$ cat config.mk
export PLATFORM = sky130hd
export DESIGN_NAME = multicycle_controller
export DESIGN_NICKNAME = d
export VERILOG_FILES = /design/src/rtl/mc_pkg.sv /design/src/rtl/mc_aludec.sv /design/src/rtl/multicycle_controller.sv
export SDC_FILE = /design/constraint.sdc
export NUM_CORES = 1
export LEC_CHECK = 0
export ABC_AREA = 1
export CAP_MARGIN = 40
export CORE_MARGIN = 5
export CORE_UTILIZATION = 36
export DETAILED_ROUTE_END_ITERATION = 6
export PLACE_DENSITY = 0.89
export REMOVE_ABC_BUFFERS = 1
export SLEW_MARGIN = 20
export SYNTH_ARGS = -nofsm -noshare
export SYNTH_HDL_FRONTEND = slang
export SYNTH_SLANG_ARGS = --single-unit
$ cat constraint.sdc
create_clock -name clk -period 2.7 [get_ports clk]
set_clock_uncertainty 0.05 [all_clocks]
set_input_delay 0.675 -clock clk [delete_from_list [all_inputs] [get_ports clk]]
set_output_delay 0.675 -clock clk [all_outputs]
set_load 0.05 [all_outputs]
$ cat src/rtl/mc_pkg.sv
// Shared encodings for the multicycle MIPS controller: states, opcodes,
// funct codes, ALU operation classes and ALU control codes.
package mc_pkg;

    typedef enum logic [3:0] {
        S_FETCH   = 4'd0,
        S_DECODE  = 4'd1,
        S_MEMADR  = 4'd2,
        S_MEMRD   = 4'd3,
        S_MEMWB   = 4'd4,
        S_MEMWR   = 4'd5,
        S_RTYPEEX = 4'd6,
        S_RTYPEWB = 4'd7,
        S_BEQEX   = 4'd8,
        S_ADDIEX  = 4'd9,
        S_ADDIWB  = 4'd10,
        S_JEX     = 4'd11
    } state_t;

    localparam logic [5:0] OP_LW    = 6'b100011;
    localparam logic [5:0] OP_SW    = 6'b101011;
    localparam logic [5:0] OP_RTYPE = 6'b000000;
    localparam logic [5:0] OP_BEQ   = 6'b000100;
    localparam logic [5:0] OP_ADDI  = 6'b001000;
    localparam logic [5:0] OP_J     = 6'b000010;

    localparam logic [5:0] FN_ADD = 6'b100000;
    localparam logic [5:0] FN_SUB = 6'b100010;
    localparam logic [5:0] FN_AND = 6'b100100;
    localparam logic [5:0] FN_OR  = 6'b100101;
    localparam logic [5:0] FN_SLT = 6'b101010;

    typedef enum logic [1:0] {
        ALUOP_ADD   = 2'b00,
        ALUOP_SUB   = 2'b01,
        ALUOP_FUNCT = 2'b10
    } aluop_t;

    localparam logic [2:0] ALU_AND = 3'b000;
    localparam logic [2:0] ALU_OR  = 3'b001;
    localparam logic [2:0] ALU_ADD = 3'b010;
    localparam logic [2:0] ALU_SUB = 3'b110;
    localparam logic [2:0] ALU_SLT = 3'b111;

endpackage

$ cat src/rtl/mc_aludec.sv
// ALU decoder: maps the controller's operation class plus the R-type funct
// field onto the 3-bit ALU control code. Purely combinational.
module mc_aludec
    import mc_pkg::*;
#(
    parameter int FUNCT_W = 6
) (
    input  logic [1:0]         aluop,
    input  logic [FUNCT_W-1:0] funct,
    output logic [2:0]         alucontrol
);

    always_comb begin
        alucontrol = ALU_ADD;
        case (aluop)
            ALUOP_ADD: alucontrol = ALU_ADD;
            ALUOP_SUB: alucontrol = ALU_SUB;
            ALUOP_FUNCT: begin
                case (funct)
                    FN_ADD:  alucontrol = ALU_ADD;
                    FN_SUB:  alucontrol = ALU_SUB;
                    FN_AND:  alucontrol = ALU_AND;
                    FN_OR:   alucontrol = ALU_OR;
                    FN_SLT:  alucontrol = ALU_SLT;
                    default: alucontrol = ALU_ADD;
                endcase
            end
            default: alucontrol = ALU_ADD;
        endcase
    end

endmodule

$ cat src/rtl/multicycle_controller.sv
// Moore sequencer for the multicycle MIPS datapath; drives every select and
// write enable. Define MC_MEMREADY_EN to add the mem_ready stall input.
module multicycle_controller
    import mc_pkg::*;
#(
    parameter int OP_W    = 6,
    parameter int FUNCT_W = 6,
    parameter int STATE_W = 4
) (
    input  logic               clk,
    input  logic               reset,
    input  logic [OP_W-1:0]    opcode,
    input  logic [FUNCT_W-1:0] funct,
    input  logic               zero,
`ifdef MC_MEMREADY_EN
    input  logic               mem_ready,
`endif
    output logic               iord,
    output logic               memwrite,
    output logic               irwrite,
    output logic               regdst,
    output logic               memtoreg,
    output logic               regwrite,
    output logic               alusrca,
    output logic [1:0]         alusrcb,
    output logic [2:0]         alucontrol,
    output logic [1:0]         pcsrc,
    output logic               pcen,
    output logic [STATE_W-1:0] state_dbg
);

    state_t state, state_next, dec_state;
    aluop_t aluop;
    logic   mem_rdy;
    logic   pcwrite, branch;
    logic   memwrite_raw, irwrite_raw, regwrite_raw;

`ifdef MC_MEMREADY_EN
    assign mem_rdy = mem_ready;
`else
    assign mem_rdy = 1'b1;
`endif

    always_ff @(posedge clk) begin
        if (reset) state <= S_FETCH;
        else       state <= state_next;
    end

    // While reset is high the selects decode as FETCH regardless of state.
    assign dec_state = reset ? S_FETCH : state;

    always_comb begin
        state_next   = S_FETCH;
        iord         = 1'b0;
        memwrite_raw = 1'b0;
        irwrite_raw  = 1'b0;
        regdst       = 1'b0;
        memtoreg     = 1'b0;
        regwrite_raw = 1'b0;
        alusrca      = 1'b0;
        alusrcb      = 2'b00;
        aluop        = ALUOP_ADD;
        pcsrc        = 2'b00;
        pcwrite      = 1'b0;
        branch       = 1'b0;
        case (dec_state)
            S_FETCH: begin
                alusrcb     = 2'b01;
                irwrite_raw = mem_rdy;
                pcwrite     = mem_rdy;
                state_next  = mem_rdy ? S_DECODE : S_FETCH;
            end
            S_DECODE: begin
                alusrcb = 2'b11;
                case (opcode)
                    OP_LW, OP_SW: state_next = S_MEMADR;
                    OP_RTYPE:     state_next = S_RTYPEEX;
                    OP_BEQ:       state_next = S_BEQEX;
                    OP_ADDI:      state_next = S_ADDIEX;
                    OP_J:         state_next = S_JEX;
                    default:      state_next = S_FETCH;
                endcase
            end
            S_MEMADR: begin
                alusrca    = 1'b1;
                alusrcb    = 2'b10;
                state_next = (opcode == OP_SW) ? S_MEMWR : S_MEMRD;
            end
            S_MEMRD: begin
                iord       = 1'b1;
                state_next = mem_rdy ? S_MEMWB : S_MEMRD;
            end
            S_MEMWB: begin
                memtoreg     = 1'b1;
                regwrite_raw = 1'b1;
            end
            S_MEMWR: begin
                iord         = 1'b1;
                memwrite_raw = mem_rdy;
                state_next   = mem_rdy ? S_FETCH : S_MEMWR;
            end
            S_RTYPEEX: begin
                alusrca    = 1'b1;
                aluop      = ALUOP_FUNCT;
                state_next = S_RTYPEWB;
            end
            S_RTYPEWB: begin
                regdst       = 1'b1;
                regwrite_raw = 1'b1;
            end
            S_BEQEX: begin
                alusrca = 1'b1;
                aluop   = ALUOP_SUB;
                pcsrc   = 2'b01;
                branch  = 1'b1;
            end
            S_ADDIEX: begin
                alusrca    = 1'b1;
                alusrcb    = 2'b10;
                state_next = S_ADDIWB;
            end
            S_ADDIWB: regwrite_raw = 1'b1;
            S_JEX: begin
                pcsrc   = 2'b10;
                pcwrite = 1'b1;
            end
            default: state_next = S_FETCH;
        endcase
    end

    assign memwrite  = memwrite_raw & ~reset;
    assign irwrite   = irwrite_raw & ~reset;
    assign regwrite  = regwrite_raw & ~reset;
    assign pcen      = (pcwrite | (branch & zero)) & ~reset;
    assign state_dbg = STATE_W'(state);

    mc_aludec #(.FUNCT_W(FUNCT_W)) u_aludec (
        .aluop      (aluop),
        .funct      (funct),
        .alucontrol (alucontrol)
    );

endmodule

==> out/results.txt <==
Arrival @ worst endpoint -> 2.10 ns
Chip height -> 49.42 µm
Longest Clk Path Bufs -> 2
Mapped Cells -> 107
Final HPWL DP -> 1962 µm
Via count -> 1,133
P_leak -> 0.7081 nW
Ys Warns -> 0
Crit. End Element -> output pin
Max Clock Freq -> 353.7 MHz
I/O pin count -> 34
Vias in the first global route -> 1,073
FF-to-FF path depth -> 7
Critical path launch point type -> input port
Hold slack -> 0.7908 ns
Synth cell types -> 17
Most area-hungry cell type in the Yosys netlist -> nor2_1
Post-route clock period utilization -> 104.7%
Failing checks -> setup timing
R2r startpoint -> state_dbg[0]
CTS tree -> built
Drt total wl -> 4065 µm
CTS root buf -> clkbuf_4
Number of synthesized flops with an enable pin -> 0
Synthesized cell area -> 559.3 µm²
Max Transition Viols Final -> 0
Clk slew on worst S/H paths -> 0.04 ns
Setup TNS -> -0.2293 ns
Synth top area share -> 18.12%
# DRC -> 0
WL/cell -> 21.62 µm
Worst-Skew Late Latency -> 0.25 ns
DIE AREA -> 0.002442 mm²
Standard-cell rows -> 14
Count leader, synth -> nor2_1
Maximum number of pins on one net before global-route repair -> 6
R2r setup slk -> 1.10 ns
Worst setup margin -> -0.1272 ns
Hold Vio Cnt, Final -> 0
Power Dens Cells -> 193.6 mW/mm²
CTS HTree Levels -> 1
Slew margin rel. -> 66.61%
Mean Syn Cell Area -> 5.227 µm²
Initial core utilization -> 37.56%
Worst Path Max Fanout -> 5
Setup crit end -> alucontrol[0]
Area delta synth->final -> 157.3%
Area of the multi-input gates -> 535.5 µm²
Routed Antenna Nets -> 0
DR iter-0 viols -> 78
Unrepaired setup endpoints after global routing -> yes
Max cap viols -> 0
Via density -> 6.027
Most frequent cells after synthesis -> 27 x nor2_1, 25 x nand2_1, 15 x inv_1, 12 x nand3_1, 5 x o21ai_0
Setup violators final -> 2
Port buffer count -> 33
CTS Sinks -> 4
Diodes inserted -> 0
Fillers -> 29
GPL Wtd Cong -> 0.8189
Min Tclk post-route -> 2.827 ns
TritonCTS Buffers -> 3
Sequential area share after synthesis -> 14.32%
Power consumption -> 278.5 µW
First-pass DRT Iterations -> 5
Post-synth ARST share -> 0%
Global route total overflow -> 0
Place WS -> -0.6903 ns
Synth Flop Type -> dfxtp_1
Worst Setup Path Type -> in2out
First-pass GRT wire length -> 4485 µm
Synth area leaders -> nor2_1 18%, nand2_1 17%, dfxtp_1 14%, nand3_1 11%, inv_1 10%
Gr usage total -> 22.83%
Core area -> 0.001489 mm²
Initial antenna violation count -> 0
Worst reg2reg path endpoint -> state_dbg[0]
Max FFs per register -> 4
Critical path required time -> 1.98 ns
Share of cells above drive strength 1 -> 42.44%
Nets -> 192
Synthesis-stage register bit count -> 4
Worst slew pin tran -> 0.4992 ns
Peak supply drop -> 0.3618 mV
Die X -> 49.42 µm
HP Start -> state_dbg[2]
Start point of the critical path -> reset
Outcome -> complete, but fails checks
Worst min path class -> reg2reg
Reg area -> 81.33 µm²
## through the flow
stage	area (µm²)	std cells	util (%)
finish	1439	188	96.64
global placement	1205	177	80.92
floorplan	559.3	107	-
global route	1439	188	96.64
detailed placement	1205	177	80.92
CTS	1350	183	90.67
## cell usage in the layout, fill, tap and decap left out, drive strengths merged
master,instances
nand3,12
buf,45
nand4,1
clkdlybuf4s50,17
inv,15
nor3,3
nand3b,4
and2,1
ha,3
dfxtp,4
or2,1
clkinv,1
a22o,1
o21ai,5
clkbuf,3
nand2,27
a21oi,1
nor2,28
## layer usage
metal  track usage [%]  share of wire [%]
met2             43.99                 51
met5                 0                  0
met1             23.72                 35
met3             1.529                9.1
met4             12.23                5.2
## area by class of cell
| class | count | share of cell area, % |
|---|---|---|
| well taps | 16 | 1.391 |
| flip-flops and latches | 4 | 5.652 |
| repair buffers | 62 | 49.13 |
| multi-input cells | 87 | 37.22 |
| inverters | 16 | 5.043 |
| clock buffers | 3 | 1.565 |
## report_power, final
| part | internal [mW] | total [mW] | switching [mW] |
|---|---|---|---|
| clock network | 0.0502 | 0.0822 | 0.0319 |
| logic | 0.0594 | 0.131 | 0.0716 |
| registers | 0.0611 | 0.0654 | 0.00422 |
## kinds of logic after synthesis
logic type / synth area share [%]
and+or+nand+nor: 61.30
buffers and inverters: 10.74
AOI/OAI and AO/OA: 6.934
DFF: 14.32
adders and majority gates: 6.712
## repair_timing
action / in CTS / in global routing
setup endpoints to repair: 14 / 3
pin swaps: 6 / 11
gates resized for setup: 31 / 15
endpoints found under the hold margin: 0 / 0
setup buffers: 3 / 5
hold buffers: 0 / 0
## critical path, stage by stage
cell	delay, ns
buf_12	0.12
clkinv_8	0.06
nand2_4	0.05
nor2_4	0.10
nand2_2	0.10
ha_4	0.31
nand2_4	0.06
nor2_4	0.15
nand2_2	0.08
o21ai_2	0.14
buf_4	0.13
buf_12	0.12
## how the worst min path moves through the flow
stage                   endpoint  cells past startpoint
floorplan           state_dbg[0]                      1
global placement    state_dbg[0]                      5
detailed placement  state_dbg[0]                      5
CTS                 state_dbg[0]                      3
global route        state_dbg[0]                      4
finish              state_dbg[2]                      4
Power figures use the tool's default switching activity.
